**src/rtl/l2_req_out_queue_pkg.sv**
```systemverilog
// Shared types and constants for the L2 request-out queue.
//   spandex_consts : coherence message encodings and field widths
//   spandex_types  : request entry struct and the word-granular merge helper
//                    used when back-to-back write-through requests coalesce

package spandex_consts;

  localparam int unsigned COH_MSG_W      = 5;
  localparam int unsigned WORD_W         = 32;
  localparam int unsigned WORDS_PER_LINE = 4;
  localparam int unsigned LINE_ADDR_W    = 28;

  typedef logic [COH_MSG_W-1:0] coh_msg_t;

  localparam coh_msg_t REQ_S  = 5'd0;
  localparam coh_msg_t REQ_M  = 5'd1;
  localparam coh_msg_t REQ_WT = 5'd2;
  localparam coh_msg_t REQ_O  = 5'd3;
  localparam coh_msg_t REQ_WB = 5'd4;

endpackage

package spandex_types;

  import spandex_consts::*;

  typedef logic [1:0]                         hprot_t;
  typedef logic [LINE_ADDR_W-1:0]             line_addr_t;
  typedef logic [WORDS_PER_LINE*WORD_W-1:0]   line_t;
  typedef logic [WORDS_PER_LINE-1:0]          word_mask_t;

  typedef struct packed {
    coh_msg_t   coh_msg;
    hprot_t     hprot;
    line_addr_t addr;
    line_t      line;
    word_mask_t word_mask;
  } l2_req_out_entry_t;

  // Words selected by mask come from new_line, all others keep old_line.
  function automatic line_t merge_wt_line(input line_t      old_line,
                                          input line_t      new_line,
                                          input word_mask_t mask);
    line_t res;
    res = old_line;
    for (int i = 0; i < int'(WORDS_PER_LINE); i++) begin
      if (mask[i]) res[i*WORD_W +: WORD_W] = new_line[i*WORD_W +: WORD_W];
    end
    return res;
  endfunction

endpackage

```
**src/rtl/l2_req_out_queue.sv**
```systemverilog
// Elastic FIFO between the L2 req_out channel and the request NoC plane.
//
// Ports:
//   clk, rst            clock, asynchronous active-low reset
//   in_valid/in_ready   request from L2 (in_ready depends on occupancy only)
//   in_data_*           coh_msg, hprot, addr, line, word_mask of the request
//   out_valid/out_ready head entry toward the NoC
//   out_data_*          registered head entry; holds last head when empty
//   count, empty        occupancy
//
// Build option: define L2_REQ_OUT_COALESCE_EN to merge a write-through
// request into a matching write-through tail entry (same addr and hprot,
// tail not the head) instead of allocating a new entry.

module l2_req_out_queue
  import spandex_consts::*;
  import spandex_types::*;
#(
  parameter  int unsigned DEPTH = 4,
  localparam int unsigned PTR_W = $clog2(DEPTH)
) (
  input  logic       clk,
  input  logic       rst,
  input  logic       in_valid,
  output logic       in_ready,
  input  coh_msg_t   in_data_coh_msg,
  input  hprot_t     in_data_hprot,
  input  line_addr_t in_data_addr,
  input  line_t      in_data_line,
  input  word_mask_t in_data_word_mask,
  output logic       out_valid,
  input  logic       out_ready,
  output coh_msg_t   out_data_coh_msg,
  output hprot_t     out_data_hprot,
  output line_addr_t out_data_addr,
  output line_t      out_data_line,
  output word_mask_t out_data_word_mask,
  output logic [PTR_W:0] count,
  output logic       empty
);

  localparam logic [PTR_W:0]   DEPTH_C = (PTR_W+1)'(DEPTH);
  localparam logic [PTR_W-1:0] PTR_ONE = PTR_W'(1);

  l2_req_out_entry_t mem_q [DEPTH];
  l2_req_out_entry_t mem_d [DEPTH];
  l2_req_out_entry_t head_q, head_d;
  l2_req_out_entry_t in_entry;

  logic [PTR_W-1:0] rd_ptr_q, rd_ptr_d;
  logic [PTR_W-1:0] wr_ptr_q, wr_ptr_d;
  logic [PTR_W:0]   count_q, count_d;

  logic push, pop, alloc, coalesce;

  assign in_entry = '{coh_msg:   in_data_coh_msg,
                      hprot:     in_data_hprot,
                      addr:      in_data_addr,
                      line:      in_data_line,
                      word_mask: in_data_word_mask};

  assign in_ready  = (count_q < DEPTH_C);
  assign out_valid = (count_q != '0);
  assign empty     = (count_q == '0);
  assign count     = count_q;

  assign push = in_valid && in_ready;
  assign pop  = out_valid && out_ready;

`ifdef L2_REQ_OUT_COALESCE_EN
  logic [PTR_W-1:0]  tail_ptr;
  l2_req_out_entry_t tail_entry;

  assign tail_ptr   = wr_ptr_q - PTR_ONE;
  assign tail_entry = mem_q[tail_ptr];
  // count >= 2 keeps the head (possibly being popped right now) untouched.
  assign coalesce = push
                 && (in_data_coh_msg == REQ_WT)
                 && (count_q >= (PTR_W+1)'(2))
                 && (tail_entry.coh_msg == REQ_WT)
                 && (tail_entry.addr == in_data_addr)
                 && (tail_entry.hprot == in_data_hprot);
`else
  assign coalesce = 1'b0;
`endif

  assign alloc = push && !coalesce;

  always_comb begin
    mem_d    = mem_q;
    wr_ptr_d = wr_ptr_q;
    rd_ptr_d = rd_ptr_q;
    count_d  = count_q;

    if (alloc) begin
      mem_d[wr_ptr_q] = in_entry;
      wr_ptr_d        = wr_ptr_q + PTR_ONE;
    end

`ifdef L2_REQ_OUT_COALESCE_EN
    if (coalesce) begin
      mem_d[tail_ptr].line      = merge_wt_line(tail_entry.line, in_data_line,
                                                in_data_word_mask);
      mem_d[tail_ptr].word_mask = tail_entry.word_mask | in_data_word_mask;
    end
`endif

    if (pop) rd_ptr_d = rd_ptr_q + PTR_ONE;

    case ({alloc, pop})
      2'b10:   count_d = count_q + 1'b1;
      2'b01:   count_d = count_q - 1'b1;
      default: count_d = count_q;
    endcase

    // The output register tracks the post-update head so a fresh push is
    // visible after its edge, including a merge into a tail that just
    // became the head.
    head_d = (count_d != '0) ? mem_d[rd_ptr_d] : head_q;
  end

  always_ff @(posedge clk) begin
    mem_q <= mem_d;
  end

  always_ff @(posedge clk or negedge rst) begin
    if (!rst) begin
      rd_ptr_q <= '0;
      wr_ptr_q <= '0;
      count_q  <= '0;
      head_q   <= '0;
    end else begin
      rd_ptr_q <= rd_ptr_d;
      wr_ptr_q <= wr_ptr_d;
      count_q  <= count_d;
      head_q   <= head_d;
    end
  end

  assign out_data_coh_msg   = head_q.coh_msg;
  assign out_data_hprot     = head_q.hprot;
  assign out_data_addr      = head_q.addr;
  assign out_data_line      = head_q.line;
  assign out_data_word_mask = head_q.word_mask;

  // A stalled request must not change underneath the queue.
  a_in_stable: assert property (@(posedge clk) disable iff (!rst)
    (in_valid && !in_ready) |=> (!in_valid || $stable(in_entry)));

endmodule

```
**config.mk**
```make
export PLATFORM = sky130hd
export DESIGN_NAME = l2_req_out_queue
export DESIGN_NICKNAME = d
export VERILOG_FILES = /design/src/rtl/l2_req_out_queue_pkg.sv /design/src/rtl/l2_req_out_queue.sv
export SDC_FILE = /design/constraint.sdc
export NUM_CORES = 1
export LEC_CHECK = 0
export CAP_MARGIN = 5
export CELL_PAD_IN_SITES_DETAIL_PLACEMENT = 2
export CELL_PAD_IN_SITES_GLOBAL_PLACEMENT = 2
export CORE_MARGIN = 2
export CORE_UTILIZATION = 35
export CTS_CLUSTER_DIAMETER = 200
export DETAILED_ROUTE_END_ITERATION = 7
export PLACE_DENSITY = 0.88
export SYNTH_ARGS = -nofsm -noshare
export SYNTH_HDL_FRONTEND = slang
export SYNTH_SLANG_ARGS = --single-unit
```
**constraint.sdc**
```tcl
create_clock -name clk -period 5.3 [get_ports clk]
set_clock_uncertainty 0.05 [all_clocks]
set_input_delay 0.795 -clock clk [delete_from_list [all_inputs] [get_ports clk]]
set_output_delay 0.795 -clock clk [all_outputs]
set_load 0.05 [all_outputs]
```
---- After elaboration in Yosys (flattened, before gate mapping) ----
Cells that the tools add are included.
word-level totals
  register bits after elaboration ......... 842
  bits of input ports ..................... 171
  output and inout bits ................... 173
  logic and storage cells ................. 55
operators by class
  add/sub/neg operators ................... 4
  order comparisons ....................... 4
  equal/unequal tests ..................... 2
  multiplexer cells ....................... 9
  bitwise gates (word level) .............. 2
  reduce and logical (&&, ||, !) cells .... 6
operators with widths
  cell                                                        count
  bitwise mux 668 bit                                         1
  two-way mux 668 bit                                         1
  two-way mux 167 bit                                         3
  binary-select mux 167 bit (select 2 bit)                    1
  demux 167 bit (select 2 bit)                                1
  greater-or-equal comparator 3 bit, second input constant    2
  inverter 2 -> 3 bit                                         2
  case mux 3 bit (2 select lines)                             1
  nonzero test 3 bit                                          2
  adder 2 x 1 -> 2 bit, second input constant                 2
  adder 3 x 1 -> 3 bit, second input constant                 1
  logical AND 1 bit                                           3
  zero test 3 bit                                             1
  less-than comparator 3 x 1 -> 1 bit, second input constant  1
  less-than comparator 3 bit, second input constant           1
  subtractor 3 x 1 -> 3 bit, second input constant            1
  == test 2 x 1 -> 1 bit, second input constant               1
  == test 2 bit, second input constant                        1
  two-way mux 2 bit                                           1

---- Depth between registers and ports, before layout ----
  depth in word-level cells ............... 10
  mapped depth ............................ 16
  depth with buffers taken out ............ 10

---- Worst setup path before layout ----
No wires, ideal clock.
  kind .................................... register -> register
  start point ............................. register count_q[2], in the netlist count[2]
  end point ............................... register head_q (netlist bit out_data_line[100])
  setup time .............................. 0.129 ns
  data arrival time ....................... 3.525 ns
  data required time ...................... 5.121 ns
  setup slack ............................. 1.596 ns
  cell stages (with the launch flop) ...... 10
  path buffers ............................ 4
  clock period less this slack ............ 3.704 ns
  cells stage by stage .................... dfrtp_1 > clkbuf_2 > nor3_1 > a22oi_1 > o21ai_1 > buf_4 > buf_2 > clkbuf_1 > a21oi_1 > a2111o_1
on the way
  longest elaborated chain between the ends .. 7
  elaborated cells between the ends (all ways) .. 16
  those cells by class .................... 2 x add/sub; 1 x order compare; 2 x eq/ne; 6 x mux; 1 x bitwise; 4 x reduce/logical
RTL lines
  what                                                                line                     text
  start: declaration                                                  l2_req_out_queue.sv:52   logic [PTR_W:0] count_q, count_d;
  start signal: assignment                                            l2_req_out_queue.sv:135  count_q <= count_d;
  branches (longest 7 deep; another with less-than comparator 3 bit)  n/a
  end signal: assignment                                              l2_req_out_queue.sv:131  head_q <= '0;
  end signal: assignment                                              l2_req_out_queue.sv:136  head_q <= head_d;
  end: declaration                                                    l2_req_out_queue.sv:47   l2_req_out_entry_t head_q, head_d;
Several ways; the timed one is not identified. The select of a mux whose other input is x is not followed.
A chain may end at the register's enable or synchronous reset.

---- Worst setup path in the final report ----
  start point ............................. register count_q[2], in the netlist count[2]
  end point ............................... register head_q (netlist bit out_data_line[112])
The elaborated chain is that of the path after synthesis.

==> run summary <==
Status: finished, final reports clean
WL/cell: 24.5 um
First-pass GRT wire length: 287,000 um
Share of synthesized registers carrying an async set or reset: 0.207
Hpwl dp: 100,000 um
Initial antenna violation count: 20
Die width: 350 um
Tcrit/Tclk final: 0.850
Clk pin slew, worst setup/hold paths: 0.06 ns
Post-synth EDFFs: 0
Layout Nets: 5,957
Combinational Power Share: 0.548
Die Area: 123,000 um^2
Clock latency at the later pin of the worst-skew pair: 0.70 ns
Critical Path RT: 5.79 ns
Post-Syn Nets: 5,921
Vias in the first global route: 49,200
Top delay family on crit path: compound AO/OA/AOI/OAI gates
Int Pwr: 22,700 uW
Final setup fails: 0
Crit path from: count[2]$_DFF_PN0_
CP bufs+invs: 3
Max Slew Vio Count: 0
Register area share after synthesis: 0.423
Reg power frac: 0.282
GP Congestion: 0.778
DR DRC count: 0
Grt ovf: 0
Achievable clock frequency: 222 MHz
Post-synthesis cell area: 41,900 um^2
Worst hold path startpoint: mem_q[89]$_DFF_P_
Root buf cell: clkbuf_16
DR iter-0 viols: 3,007
Worst slew pin tran: 1.26 ns
Die Y: 350 um
Fillers: 13,300
Max-slew headroom: 0.159
Ports: 344
Clock Power Share: 0.169
Synth-to-layout area growth: 19.9%
Top_reg_cell synth: dfxtp_1
CTS H-tree depth: 3
Synth cell count leaders: nand2_1 (2,009), dfxtp_1 (668), nand3_1 (668), clkbuf_1 (359), nor2_1 (337)
Clk sink count: 842
Total iterations of the first detailed-routing run: 6
Synth cell types: 31
Setup_tns: 0 ns
Core area: 118,000 um^2
Reg2reg start: count[2]$_DFF_PN0_
Leak: 0.0221 uW
Initial core utilization: 0.354
Pwr Total: 43,700 uW
Total routed wirelength: 183,000 um
Final Hold Fails: 0
MaxCap Viol Count: 0
Min cycle time layout: 4.50 ns
Critical path's largest stage delay: 0.64 ns
Sw frac: 0.482
RSZ-0062 raised after global routing: false
Port Buffers: 343
Yosys warns: 0
WS Path Type: reg2reg
CP max-delay cell: a22oi_1
Worst VDD drop: 0.000948 V
Worst setup SP type: flop
Crit end category: flop
CTS buffer count: 103
CTS tree: yes
Pin count of the biggest net entering global routing: 201
Via density: 5.86
FF+latch count, synth: 842
Top cells by area, synth: dfxtp_1 (32%), nand2_1 (18%), dfrtp_1 (10%)
Post-route antenna net violation count: 0
Setup Fix Bufs, Post-CTS: 0
Via count: 43,900
Top-count cell post-synth: nand2_1
Avg Inst Size Synth: 7.30 um^2
Post-Syn Instances: 5,744
CP Max Fanout: 152
Worst EP arrival: 5.00 ns
Row count: 126
Yosys top cell by area: dfxtp_1
Worst path cell trace: o31ai_2, inv_1, ha_1, inv_1, fa_1, nor2b_1, a22oi_1, nor2_4, buf_12, and2_1, a2111o_1
Final Instance Area: 50,300 um^2
Crit-path most repeated cell: inv_1
Fraction of layout instances using a drive strength above 1: 0.0765
WHS: 0.405 ns
Post-synth top area share: 0.319
Bufs on Longest Clock Path: 3
Total track usage: 0.292
Total net switching power: 21,100 uW
Placed Area: 46,800 um^2
Worst min path class: reg2reg
Cell Pwr Density: 869 nW/um^2
worst reg2reg max path: stages (launching register included):
cell      delay [ns]
dfrtp_1         0.53
o31ai_2         0.56
inv_1           0.10
ha_1            0.24
inv_1           0.09
fa_1            0.43
nor2b_1         0.16
a22oi_1         0.64
nor2_4          0.25
buf_12          0.40
and2_1          0.53
a2111o_1        0.39
power by group through the flow:
stage | combinational, uW | clock (uW) | sequential (uW)
final | 24000 | 7400 | 12300
after global routing | 25900 | 7780 | 12700
after CTS | 23900 | 7520 | 12300
after detailed placement | 23000 | 0 | 12200
after global placement | 21800 | 0 | 12000
after floorplan | 14300 | 0 | 13500
layer usage:
| metal | track usage | share of wire |
|---|---|---|
| met1 | 0.360 | 0.42 |
| met2 | 0.514 | 0.50 |
| met3 | 0.0405 | 0.051 |
| met4 | 0.113 | 0.032 |
| met5 | 0 | 0.00068 |
cells in the final DEF (no fill, tap or decap), drive strengths merged, types with 2 or more instances in the layout:
cell,Yosys,final
nand2,2009,2009
nand3,668,668
dfxtp,668,668
clkdlybuf4s50,0,342
nor2,337,337
nor3,335,335
a21oi,335,335
dfrtp,174,174
mux2,168,168
o32ai,167,167
and2,167,167
a2111o,167,167
clkbuf,360,158
buf,155,103
clkinv,0,26
diode,0,12
inv,10,11
bufinv,0,8
ha,5,5
xnor2,4,4
and3b,4,4
nor2b,2,2
xor2,2,2
o21ai,2,2
through the flow:
stage	instances	setup WS (ns)	util
floorplan	5744	1.60	-
global placement	7274	0.782	0.395
detailed placement	7274	0.537	0.395
CTS	7469	0.880	0.424
global route	7478	0.729	0.424
finish	7481	0.797	0.425
flip-flops by register name (all words and copies together), names as in the netlist:
signal / cells
wr_ptr_q: 2
mem_q: 668
out_data_addr: 28
out_data_coh_msg: 5
out_data_hprot: 2
out_data_line: 128
rd_ptr_q: 2
out_data_word_mask: 4
count: 3
final cells by class:
class / instances / area [um^2] / share of cell area
multi-input cells: 4377 / 22100 / 0.440
repair buffers: 446 / 4890 / 0.0973
clock buffers: 158 / 3060 / 0.0608
well taps: 1600 / 2000 / 0.0398
inverters: 10 / 45.0 / 0.000896
diodes: 12 / 30.0 / 0.000597
clock inverters: 36 / 409 / 0.00814
flip-flops and latches: 842 / 17700 / 0.353
cells by family (layout without fill, tap and decap cells):
kind of cell,Yosys count,after routing,share of synthesized area
fa+ha+maj,6,6,0.00197
xor+xnor,6,6,0.00125
flops,842,842,0.423
other cells,0,12,0
mux,168,168,0.0451
compound gates,675,675,0.121
simple gates,3522,3522,0.356
buf+inv,525,650,0.0521
what timing repair did:
action | 4_1_cts | 5_1_grt
hold buffers | 1 | 0
resized for setup | 0 | 0
hold endpoints to repair | 1 | 0
path summary, 6_finish.rpt:
check,to,slack [ns],depth (start not counted)
max,out_data_line[112]$_DFFE_PN0P_,0.80,11
min reg2reg,mem_q[89]$_DFF_P_,0.41,2
min in group asynchronous,out_data_line[101]$_DFFE_PN0P_,0.57,2
max in group asynchronous,out_data_line[19]$_DFFE_PN0P_,3.38,3
min,mem_q[89]$_DFF_P_,0.41,2
max reg2reg,out_data_line[112]$_DFFE_PN0P_,0.80,11
Power figures use the tool's default switching activity.
